### src/rtl/key_vault_pkg.sv
// Shared types and helpers for the key vault: zeroize FSM states and lane count.
package key_vault_pkg;

  typedef enum logic [1:0] {
    IDLE = 2'd0,
    WIPE = 2'd1,
    DONE = 2'd2
  } state_e;

  function automatic int lanes(input int w);
    return w / 8;
  endfunction

endpackage

### src/rtl/key_lane_parity.sv
// Combinational per-byte-lane parity: par_o[i] is the XOR of key_i[8i+:8].
module key_lane_parity
  import key_vault_pkg::*;
#(
  parameter int W = 128
) (
  input  logic [W-1:0]        key_i,
  output logic [lanes(W)-1:0] par_o
);

  always_comb begin
    par_o = '0;
    for (int i = 0; i < lanes(W); i++) begin
      par_o[i] = ^key_i[8*i +: 8];
    end
  end

endmodule

### src/rtl/key_vault_zeroize.sv
// Multi-slot key store with per-slot write lock, lane parity, tamper latch and
// an FSM that wipes one slot per cycle, then pulses zeroize_done.
// Handshake: rd_en is sampled on clk and answered by a one-cycle rd_valid pulse
// on the next cycle; wr_en is sampled on clk and a rejection shows as a
// one-cycle wr_err pulse on the next cycle. There is no back-pressure.
module key_vault_zeroize
  import key_vault_pkg::*;
#(
  parameter int W = 128,
  parameter int N = 4,
  localparam int SW = $clog2(N),
  localparam int L = lanes(W)
) (
  input  logic          clk,
  input  logic          rst_n,
  input  logic          wr_en,
  input  logic [SW-1:0] wr_slot,
  input  logic [W-1:0]  wr_key,
  input  logic          wr_lock,
  output logic          wr_err,
  input  logic          rd_en,
  input  logic [SW-1:0] rd_slot,
  output logic          rd_valid,
  output logic [W-1:0]  rd_key,
  output logic          rd_err,
  input  logic          soft_zeroize,
  input  logic          tamper,
  output logic          tamper_seen,
  output logic          busy,
  output logic          zeroize_done,
  output logic [1:0]    dbg_state
);

  localparam logic [SW:0]   N_EXT    = (SW+1)'(N);
  localparam logic [SW-1:0] IDX_LAST = SW'(N - 1);

  state_e        state_q, state_d;
  logic [SW-1:0] idx_q, idx_d;
  logic          wipe_en;

  logic [W-1:0]  key_q [N];
  logic [L-1:0]  par_q [N];
  logic [N-1:0]  lock_q;

  logic          tamper_s1_q, tamper_s2_q, tamper_seen_q;
  logic          wr_err_q, rd_valid_q, rd_err_q;
  logic [W-1:0]  rd_key_q;

  logic          zreq, wr_accept, wr_slot_ok, rd_slot_ok;
  logic [L-1:0]  wr_par, rd_calc_par;
  logic [W-1:0]  rd_sel_key;

  assign zreq       = soft_zeroize | tamper_s2_q;
  assign wr_slot_ok = ({1'b0, wr_slot} < N_EXT);
  assign rd_slot_ok = ({1'b0, rd_slot} < N_EXT);
  assign wr_accept  = wr_en && (state_q == IDLE) && !zreq && !tamper_seen_q &&
                      wr_slot_ok && !lock_q[wr_slot];
  assign rd_sel_key = key_q[rd_slot];

  key_lane_parity #(.W(W)) u_wr_parity (.key_i(wr_key),     .par_o(wr_par));
  key_lane_parity #(.W(W)) u_rd_parity (.key_i(rd_sel_key), .par_o(rd_calc_par));

  always_comb begin
    state_d = state_q;
    idx_d   = idx_q;
    wipe_en = 1'b0;
    case (state_q)
      IDLE: begin
        if (zreq) begin
          state_d = WIPE;
          idx_d   = '0;
        end
      end
      WIPE: begin
        wipe_en = 1'b1;
        idx_d   = idx_q + 1'b1;
        if (idx_q == IDX_LAST) state_d = DONE;
      end
      DONE:    state_d = IDLE;
      default: state_d = IDLE;
    endcase
  end

  always_ff @(posedge clk or negedge rst_n) begin
    if (!rst_n) begin
      state_q <= IDLE;
      idx_q   <= '0;
    end else begin
      state_q <= state_d;
      idx_q   <= idx_d;
    end
  end

  // Wipe and write are exclusive: a write is only accepted while IDLE.
  always_ff @(posedge clk or negedge rst_n) begin
    if (!rst_n) begin
      for (int i = 0; i < N; i++) begin
        key_q[i] <= '0;
        par_q[i] <= '0;
      end
      lock_q <= '0;
    end else if (wipe_en) begin
      key_q[idx_q]  <= '0;
      par_q[idx_q]  <= '0;
      lock_q[idx_q] <= 1'b0;
    end else if (wr_accept) begin
      key_q[wr_slot] <= wr_key;
      par_q[wr_slot] <= wr_par;
      if (wr_lock) lock_q[wr_slot] <= 1'b1;
    end
  end

  // The sticky flag taps the first sync stage so it rises with the second one.
  always_ff @(posedge clk or negedge rst_n) begin
    if (!rst_n) begin
      tamper_s1_q   <= 1'b0;
      tamper_s2_q   <= 1'b0;
      tamper_seen_q <= 1'b0;
    end else begin
      tamper_s1_q   <= tamper;
      tamper_s2_q   <= tamper_s1_q;
      tamper_seen_q <= tamper_seen_q | tamper_s1_q;
    end
  end

  always_ff @(posedge clk or negedge rst_n) begin
    if (!rst_n) begin
      wr_err_q   <= 1'b0;
      rd_valid_q <= 1'b0;
      rd_key_q   <= '0;
      rd_err_q   <= 1'b0;
    end else begin
      wr_err_q   <= wr_en && !wr_accept;
      rd_valid_q <= rd_en;
      if (!rd_en) begin
        rd_key_q <= '0;
        rd_err_q <= 1'b0;
      end else if (!rd_slot_ok) begin
        rd_key_q <= '0;
        rd_err_q <= 1'b1;
      end else if ((state_q != IDLE) || tamper_seen_q) begin
        rd_key_q <= '0;
        rd_err_q <= 1'b0;
      end else begin
        rd_key_q <= rd_sel_key;
        rd_err_q <= (rd_calc_par != par_q[rd_slot]);
      end
    end
  end

  assign wr_err       = wr_err_q;
  assign rd_valid     = rd_valid_q;
  assign rd_key       = rd_key_q;
  assign rd_err       = rd_err_q;
  assign tamper_seen  = tamper_seen_q;
  assign busy         = (state_q != IDLE);
  assign zeroize_done = (state_q == DONE);
  assign dbg_state    = state_q;

endmodule

### config.mk
export PLATFORM = sky130hd
export DESIGN_NAME = key_vault_zeroize
export DESIGN_NICKNAME = d
export VERILOG_FILES = /design/src/rtl/key_vault_pkg.sv /design/src/rtl/key_lane_parity.sv /design/src/rtl/key_vault_zeroize.sv
export SDC_FILE = /design/constraint.sdc
export NUM_CORES = 1
export LEC_CHECK = 0
export ABC_AREA = 1
export CAP_MARGIN = 10
export CORE_MARGIN = 5
export CORE_UTILIZATION = 55
export CTS_CLUSTER_DIAMETER = 100
export CTS_CLUSTER_SIZE = 20
export DETAILED_ROUTE_END_ITERATION = 12
export PLACE_DENSITY = 0.76
export SYNTH_ARGS = -nofsm -noshare
export SYNTH_HDL_FRONTEND = slang
export SYNTH_SLANG_ARGS = --single-unit
### constraint.sdc
create_clock -name clk -period 6.15 [get_ports clk]
set_clock_uncertainty 0.2 [all_clocks]
set_input_delay 0.9225 -clock clk [delete_from_list [all_inputs] [get_ports clk]]
set_output_delay 0.9225 -clock clk [all_outputs]
set_load 0.05 [all_outputs]
Yosys cells after proc, flatten, opt, wreduce, memory -nomap -nowiden
Index checks and enable logic that the tools add are counted. W data, S select, Z words.

$add $sub $neg: 1. $lt $le $gt $ge: 9. Equality and inequality tests: 6. Mux-type cells: 39. Bitwise logic cells: 12. Reduce and logical (&&, ||, !) cells: 54.

Operators with widths (number): $mux W512 (2); $mux W128 (6); $and A512 B512 Y512 (1); $bwmux W512 (1); $demux W128 S2 (2); $not A512 Y512 (1); $bmux W128 S2 (1); $reduce_xor A8 Y1 (32); $mux W64 (2); $and A64 B64 Y64 (1); $bwmux W64 (1); $demux W16 S2 (2); $mux W16 (4); $not A64 Y64 (1); $bmux W16 S2 (1); $ne A16 B16 Y1 (1); $mux W4 (3); $ge A3 B3 Y1 const B (3); $logic_and A1 B1 Y1 (9); $not A2 Y3 (3); $pmux W2 S2 (2); $reduce_bool A2 Y1 (4); $lt A2 B3 Y1 const B (2); $lt A3 B1 Y1 const B (2); other kinds (17) (34).

Register bits after elaboration: 718. Input bits: 139. Output and inout bits: 136. Word-level logic and storage cells: 139.

Depth between registers and ports, before layout
Gate-level depths: netlist (run 1).

Depth after elaboration: 8. Mapped depth: 23. Depth with buffers taken out: 20.

Hierarchy
Synthesis (run 1) repeated with hierarchy kept, for this count alone.

Cells, all modules: 5395. Area, all modules: 37380.9 um^2.

By module, submodules not included: key_vault_zeroize (times used 1, cells each 3891, area an instance 31735.4 um^2, sequential area each 17967.2 um^2); key_lane_parity (times used 2, cells each 752, area an instance 2822.7 um^2, sequential area each 0.0 um^2).

Least setup slack after synthesis (run 1)
Ideal clock, no wire load.

Path type: input -> register. Start point: in rd_slot[1]. End point: reg rd_err_q (netlist: rd_err). Setup time: 0.132 ns. Arrival: 2.356 ns. Data required time: 5.818 ns. Slack: 3.462 ns. Stages on the path: 21. Buffers on the path: 3. Cells stage by stage: buf_4 inv_2 buf_4 buf_2 nand3_1 nand2_1 inv_1 nand2_1 nand2_1 inv_2 nand2_1 nand2_1 nand2_1 nand2_1 nand2_1 nand2_1 nand2_1 nor2_1 nand2_1 nor2_1 nor2_1.

Longest elaborated chain between the ends: 8. Elaborated cells on any way between the ends: 26. Classes of those cells: 1 x eq/ne; 8 x mux; 1 x bitwise; 16 x reduce/logical.

Ends and longest elaborated chain: start: declaration (RTL line key_vault_zeroize.sv:22) `input logic [SW-1:0] rd_slot,`; $not A2 Y3 (implied by the code) (*) (RTL line key_vault_zeroize.sv:58, key_vault_zeroize.sv:146); $bmux W128 S2 (RTL line key_vault_zeroize.sv:58) `assign rd_sel_key = key_q[rd_slot];`; $mux W128 (implied by the code) (2 in series) (RTL line key_vault_zeroize.sv:58); $reduce_xor A8 Y1 (RTL line key_lane_parity.sv:14) `par_o[i] = ^key_i[8*i +: 8];`; $ne A16 B16 Y1 (*) (RTL line key_vault_zeroize.sv:146) `rd_err_q <= (rd_calc_par != par_q[rd_slot]);`; $mux W1 (*) (RTL line key_vault_zeroize.sv:141) `end else if ((state_q != IDLE) || tamper_seen_q) begin`; $mux W1 (*) (RTL line key_vault_zeroize.sv:135) `if (!rd_en) begin`; end signal: assignment (RTL line key_vault_zeroize.sv:146); end: declaration (RTL line key_vault_zeroize.sv:46) `logic wr_err_q, rd_valid_q, rd_err_q;`.

Every way passes the cells marked *; elsewhere a longest branch is shown, timed or not. The select of a mux whose other input is x is not followed. A chain may end at the register's enable or synchronous reset.

Final worst setup path (run 1)
Start point: in wr_slot[1]. End point: reg key_q[194] (netlist bit).

Longest elaborated chain between the ends: 8. Elaborated cells on any way between the ends: 14. Classes of those cells: 2 x order compare; 7 x mux; 1 x bitwise; 4 x reduce/logical.

Ends and longest elaborated chain: start: declaration (RTL line key_vault_zeroize.sv:17) `input logic [SW-1:0] wr_slot,`; $not A2 Y3 (implied by the code) (RTL line key_vault_zeroize.sv:107) `key_q[wr_slot] <= wr_key;`; $ge A3 B3 Y1 (implied by the code) or $lt A3 B1 Y1 (tied branches) (RTL line key_vault_zeroize.sv:107); $logic_and A1 B1 Y1 (implied by the code) (RTL line key_vault_zeroize.sv:107); $mux W128 (implied by the code) (RTL line key_vault_zeroize.sv:107); $demux W128 S2 (RTL line key_vault_zeroize.sv:107); $bwmux W512 (RTL line key_vault_zeroize.sv:107); $mux W512 (RTL line key_vault_zeroize.sv:106) `end else if (wr_accept) begin`; $mux W512 (RTL line key_vault_zeroize.sv:102) `end else if (wipe_en) begin`; end signal: indexed assignment (RTL line key_vault_zeroize.sv:107); end: declaration (RTL line key_vault_zeroize.sv:41) `logic [W-1:0] key_q [N];`.

Several ways; a longest one is shown, not always the timed one. The select of a mux whose other input is x is not followed.

==> flow_summary.ini, run 1 <==
[power_and_ir_drop]
p_total_uw = 9410
peakVddDrop_mv = 0.326
pwr-share-comb = 0.195
pwr_density_cell_nw_per_um2 = 240
p_int_uw = 6370
p_switching_uw = 3040
leakage_uw = 0.0189
p_clk_frac = 0.300
power_frac_seq = 0.505
netSwitchingFraction = 0.323

[global_route]
grt_util_all_layers = 0.272
grt_pass1_wl_mm = 157
grt-ovfl-total = 0
first_global_vias = 29500
grt_antenna_before_repair = 2
grt_max_degree = 168

[cells_and_area]
area_growth_pct = 11.1
fin_area_um2 = 39100
layout.nets = 4691
final_cells = 5396
drive_gt1_frac = 0.0268
num-fill-cells = 5641
antenna_cells = 0

[logic_synthesis]
async_reset_ff_frac = 1.00
synth_cells = 4500
synth-seq-cells = 718
synth_edf_count = 0
synthTopCellsByArea = dfrtp_1 (51%), nand2_1 (15%), nand3_1 (11%)
synth_cell_type_count = 30
syn-cell-area_um2 = 35200
yosysMostFrequentCell = nand2_1
synth_top_area_frac = 0.510
yosys_warnings = 0
synth_top_flop_cell = dfrtp_1
synth_common_cells = nand2_1 (1363), nand3_1 (804), dfrtp_1 (718)
yosysSeqAreaShare = 0.510
yosysTopAreaCell = dfrtp_1
synthesis.nets = 4643
synth.avg_cell_area_um2 = 7.83

[place]
io_buffers = 274
place_area_um2 = 38000
pre_cts_ws_ns = 1.53
gp_congestion = 0.804
dpl.hpwl_mm = 57.1
dp_cells = 5351

[critical_path]
start_kind = input pin
critical_path_required_ns = 6.40
worstPathArrival_ns = 4.25
path_class = input pin to register
end_kind = register
crit_fanout = 92

[route]
drt_pre_antenna_iters = 6
wl_per_cell_um = 17.9
final_antenna_net_count = 0
drtIter0Drc = 2561
dr_total_vias = 30700
wl_mm = 96.6
vias_per_cell = 5.69
drc_errors = 0

[clock_network]
cts_buffers = 41
cts_tree = done
cts_hold_buf = 0
clk_pin_slew_ns = 0.08
cts_root_buf = clkbuf_16
cts_resized = 0
h-tree-depth = 2
clock-sinks = 718
clk_latency_ns = 0.60
cts_setup_buffers = 0
clockBufferDepth = 3

[floorplan]
core_um2 = 63300
pin_count = 275
fp.dieW_um = 263
start_util = 0.556
rows = 92
die_h_um = 263
die-area_um2 = 69200

[timing]
rsz0062_at_grt = false
relSlewSlack = 0.257
timing_worst_slew_pin_value_ns = 1.11
period_needed_ns = 4.00
setup_tns_ns = 0
setup_violations = 0
layout_setup_ws_ns = 2.15
fmax_mhz = 250
period_share = 0.650
finalHoldViolCount = 0
slew_viol_final = 0

[hold_path]
holdCritPathClass = input pin to asynchronous set/reset pin

[run_status]
status = finished clean

[job]
max_cap_viol_count = 0
[power by group through the flow]
stage | logic [µW] | registers [µW] | clock network, µW
after floorplan | 1020 | 4860 | 0
after global placement | 1780 | 4840 | 0
after detailed placement | 1810 | 4840 | 0
after CTS | 1820 | 4750 | 2870
after global routing | 1960 | 4750 | 3030
final | 1830 | 4750 | 2820
[area by class of cell]
cell class                 instances  area, µm²  share of cell area
inverter                         276       1050              0.0268
multi-input combinational       3202      14800               0.379
sequential                       718      18000               0.459
timing repair buffer             309       3140              0.0803
clock inverter                     1       8.76            0.000224
tap                              846       1060              0.0271
clock buffer                      44       1090              0.0278
[cell usage in the layout, fill, tap and decap left out, types with 2 or more instances in the layout]
cell / instances
nand2_1: 1359
nand3_1: 803
dfrtp_1: 718
o21ai_0: 585
clkdlybuf4s50_1: 271
inv_1: 254
nor2_1: 195
xnor2_1: 89
clkbuf_16: 43
o22ai_1: 40
xor2_1: 35
a21oi_1: 29
buf_4: 25
o21ai_1: 23
inv_2: 19
a32oi_1: 10
buf_12: 10
nand3b_1: 9
o21ai_2: 6
nand2_4: 4
ha_1: 4
nand2_8: 3
nand3_4: 2
inv_6: 2
nor2_2: 2
buf_8: 2
[critical path: stages]
cell             delay [ns]
clkdlybuf4s50_1        0.52
nor2_1                 0.13
a22o_1                 0.22
a221oi_1               0.19
and2_1                 0.59
nand2_8                0.55
nand2_1                0.59
buf_4                  0.36
o22ai_1                0.12
[metal layers]
metal | part of all wire | wire length, µm | GRT usage | up-vias
met1 | 0.43 | 41100 | 0.372 | 14800
met3 | 0.063 | 6120 | 0.0337 | 166
met2 | 0.48 | 46500 | 0.460 | 1058
met4 | 0.029 | 2820 | 0.0866 | 4
li1 | - | - | - | 14700
met5 | 0.00031 | 30 | 0 | -
[cell families (layout without fill, tap and decap cells)]
logic type	count (synthesis)	in the layout	synth area share
xor gates and xnor gates	124	124	0.0308
buffers and inverters	580	630	0.0717
DFF	718	718	0.510
and+or+nand+nor	2379	2379	0.284
adders and majority gates	4	4	0.00142
AOI/OAI and AO/OA	695	695	0.102
[registers in the layout (all words and copies together), names as in the netlist]
register / cells
tamper_s1_q: 1
tamper_s2_q: 1
par_q: 64
lock_q: 4
idx_q: 2
key_q: 512
dbg_state: 2
wr_err: 1
rd_key: 128
rd_err: 1
rd_valid: 1
tamper_seen: 1
[through the flow]
step                      utilization  hold slack (ns)
final                           0.618           0.0617
after detailed placement        0.601            0.179
after CTS                       0.618           0.0631
after global placement          0.601            0.152
after floorplan                     -            0.147
after global routing            0.618           0.0952
[path summary, 6_finish.rpt]
path / startpoint / to / slack [ns] / depth (start not counted)
setup / recovery: wr_slot[1] / key_q[194] / 2.15 / 9
hold / removal: rst_n / rd_key[87] / 0.06 / 1
setup reg to reg: dbg_state[0] / key_q[194] / 2.63 / 8
hold reg to reg: tamper_s1_q / tamper_s2_q / 0.20 / 0
max in group asynchronous: rst_n / key_q[169] / 4.37 / 2
min in group clk: tamper_s1_q / tamper_s2_q / 0.20 / 0
(Power assumes the default switching activity.)
==> inputs of run 2 (changes only) <==
--- a/config.mk
+++ b/config.mk
@@ -8,7 +8,7 @@
 export ABC_AREA = 1
 export CAP_MARGIN = 10
 export CORE_MARGIN = 5
-export CORE_UTILIZATION = 55
+export CORE_UTILIZATION = 53
 export CTS_CLUSTER_DIAMETER = 100
 export CTS_CLUSTER_SIZE = 20
 export DETAILED_ROUTE_END_ITERATION = 12
==> constraint.sdc (replaced) <==
create_clock -name clk -period 3.29 [get_ports clk]
set_clock_uncertainty 0.2 [all_clocks]
set_input_delay 0.4935 -clock clk [delete_from_list [all_inputs] [get_ports clk]]
set_output_delay 0.4935 -clock clk [all_outputs]
set_load 0.05 [all_outputs]
==> flow_summary.ini, run 2 (synthesis gave the netlist of run 1 again) <==
[run_status]
status = finished clean

[cells_and_area]
num-fill-cells = 5823
layout.nets = 4753
regMostFlops = key_q
final_cell_mix = nand2_1 (1359), nand3_1 (803), dfrtp_1 (718)
largest_register_ffs = 512
area_growth_pct = 13.8
drive_gt1_frac = 0.0397
final_cells = 5477
mostFrequentLayoutCell = nand2_1

[timing]
slew_viol_final = 0
finalHoldViolCount = 0
period_share = 0.857
rsz0062_at_grt = false
period_needed_ns = 2.82
relSlewSlack = 0.411
setup_tns_ns = 0
fin_hold_ws_ns = 0.157
fmax_mhz = 355
layout_setup_ws_ns = 0.470
timing_worst_slew_pin_value_ns = 0.883
setup_violations = 0

[global_route]
first_global_vias = 30600
grt_max_degree = 128
grt_antenna_before_repair = 2
grt_util_all_layers = 0.270
grt_pass1_wl_mm = 160
grt-ovfl-total = 0

[floorplan]
pin_count = 275
core_um2 = 65900
die-area_um2 = 71700
start_util = 0.535
fp.dieW_um = 268
rows = 94
die_h_um = 268

[critical_path]
critical_path_required_ns = 2.60
path_class = register to output pin
reg2reg_from = dbg_state[0]
worstPathArrival_ns = 2.13
ff2ff_setup_slack_ns = 0.84
ff2ff_path_depth = 9
start_kind = register
worst_r2r_endpoint = key_q[128]
crit_fanout = 4
end_kind = output pin

[clock_network]
cts_setup_buffers = 0
cts_root_buf = clkbuf_16
clockBufferDepth = 3
cts_tree = done
clock-sinks = 718
clk_latency_ns = 0.61
clk_pin_slew_ns = 0.09
h-tree-depth = 2
cts_buffers = 41

[hold_path]
worstHoldStart = tamper
holdPathEnd = tamper_s1_q
min_path_cells = 1
holdCritPathClass = input pin to register

[route]
wl_per_cell_um = 17.8
final_antenna_net_count = 0
drtIter0Drc = 2731
vias_per_cell = 5.69
wl_mm = 97.7
drc_errors = 0
dr_total_vias = 31100
drt_pre_antenna_iters = 6

[power_and_ir_drop]
p_total_uw = 17900
leakage_uw = 0.0194
peakVddDrop_mv = 0.568
pwr_density_cell_nw_per_um2 = 446

[place]
pre_cts_ws_ns = 0.135
dpl.hpwl_mm = 63.0
gp_congestion = 0.854
dp_cells = 5430
io_buffers = 274

[job]
max_cap_viol_count = 0
-- run 2: changes by cell type in the layout (fill, tap and decap cells not counted) --
cell / previous run / this run
buf_4: 25 / 48
buf_12: 10 / 48
dlygate4sd3_1: 0 / 1
diode_2: 0 / 1
-- run 2: worst max path at each step --
| stage | from | end | cells after the start |
|---|---|---|---|
| after global placement | wr_slot[0] | par_q[30] | 9 |
| after floorplan | dbg_state[1] | key_q[133] | 9 |
| after CTS | dbg_state[0] | busy | 3 |
| after global routing | dbg_state[0] | busy | 3 |
| after detailed placement | wr_slot[0] | key_q[130] | 10 |
| final | dbg_state[0] | busy | 3 |
-- run 2: power by group --
part | internal (µW) | leakage [µW] | total [µW] | switching (µW)
combinational | 942 | 0.00889 | 3740 | 2800
clock | 2350 | 0.000542 | 5260 | 2900
sequential | 8850 | 0.0100 | 8880 | 28.2
total | 12100 | 0.0194 | 17900 | 5730
-- run 2: through the flow --
step	instance area (µm²)	utilization
6_report	40100	0.609
5_1_grt	40100	0.609
4_1_cts	40100	0.609
3_5_place_dp	39000	0.592
3_3_place_gp	39000	0.592
2_1_floorplan	35200	-
-- run 2: metal layers --
layer / GRT usage / part of all wire
met5: 0 / 0.00012
met4: 0.0792 / 0.028
met3: 0.0348 / 0.069
met2: 0.465 / 0.49
met1: 0.363 / 0.41
-- run 2: worst max-delay path, cell delays in order (launching register included) --
cell,delay (ns)
dfrtp_1,0.42
nor2_1,0.27
inv_1,0.12
clkdlybuf4s50_1,0.72
-- run 2: what timing repair did --
action / 4_1_cts / 5_1_grt
gates resized for setup: 0 / 0
hold endpoints to repair: 46 / 0
hold buffers: 1 / 0
-- run 2: final cells by class --
class / count / area (µm²) / area share
sequential: 718 / 18000 / 0.448
clock inverter: 1 / 8.76 / 0.000218
timing repair buffer: 371 / 4090 / 0.102
inverter: 276 / 1050 / 0.0261
multi-input combinational: 3202 / 14800 / 0.369
clock buffer: 44 / 1090 / 0.0272
tap: 864 / 1080 / 0.0270
antenna: 1 / 2.50 / 0.0000624
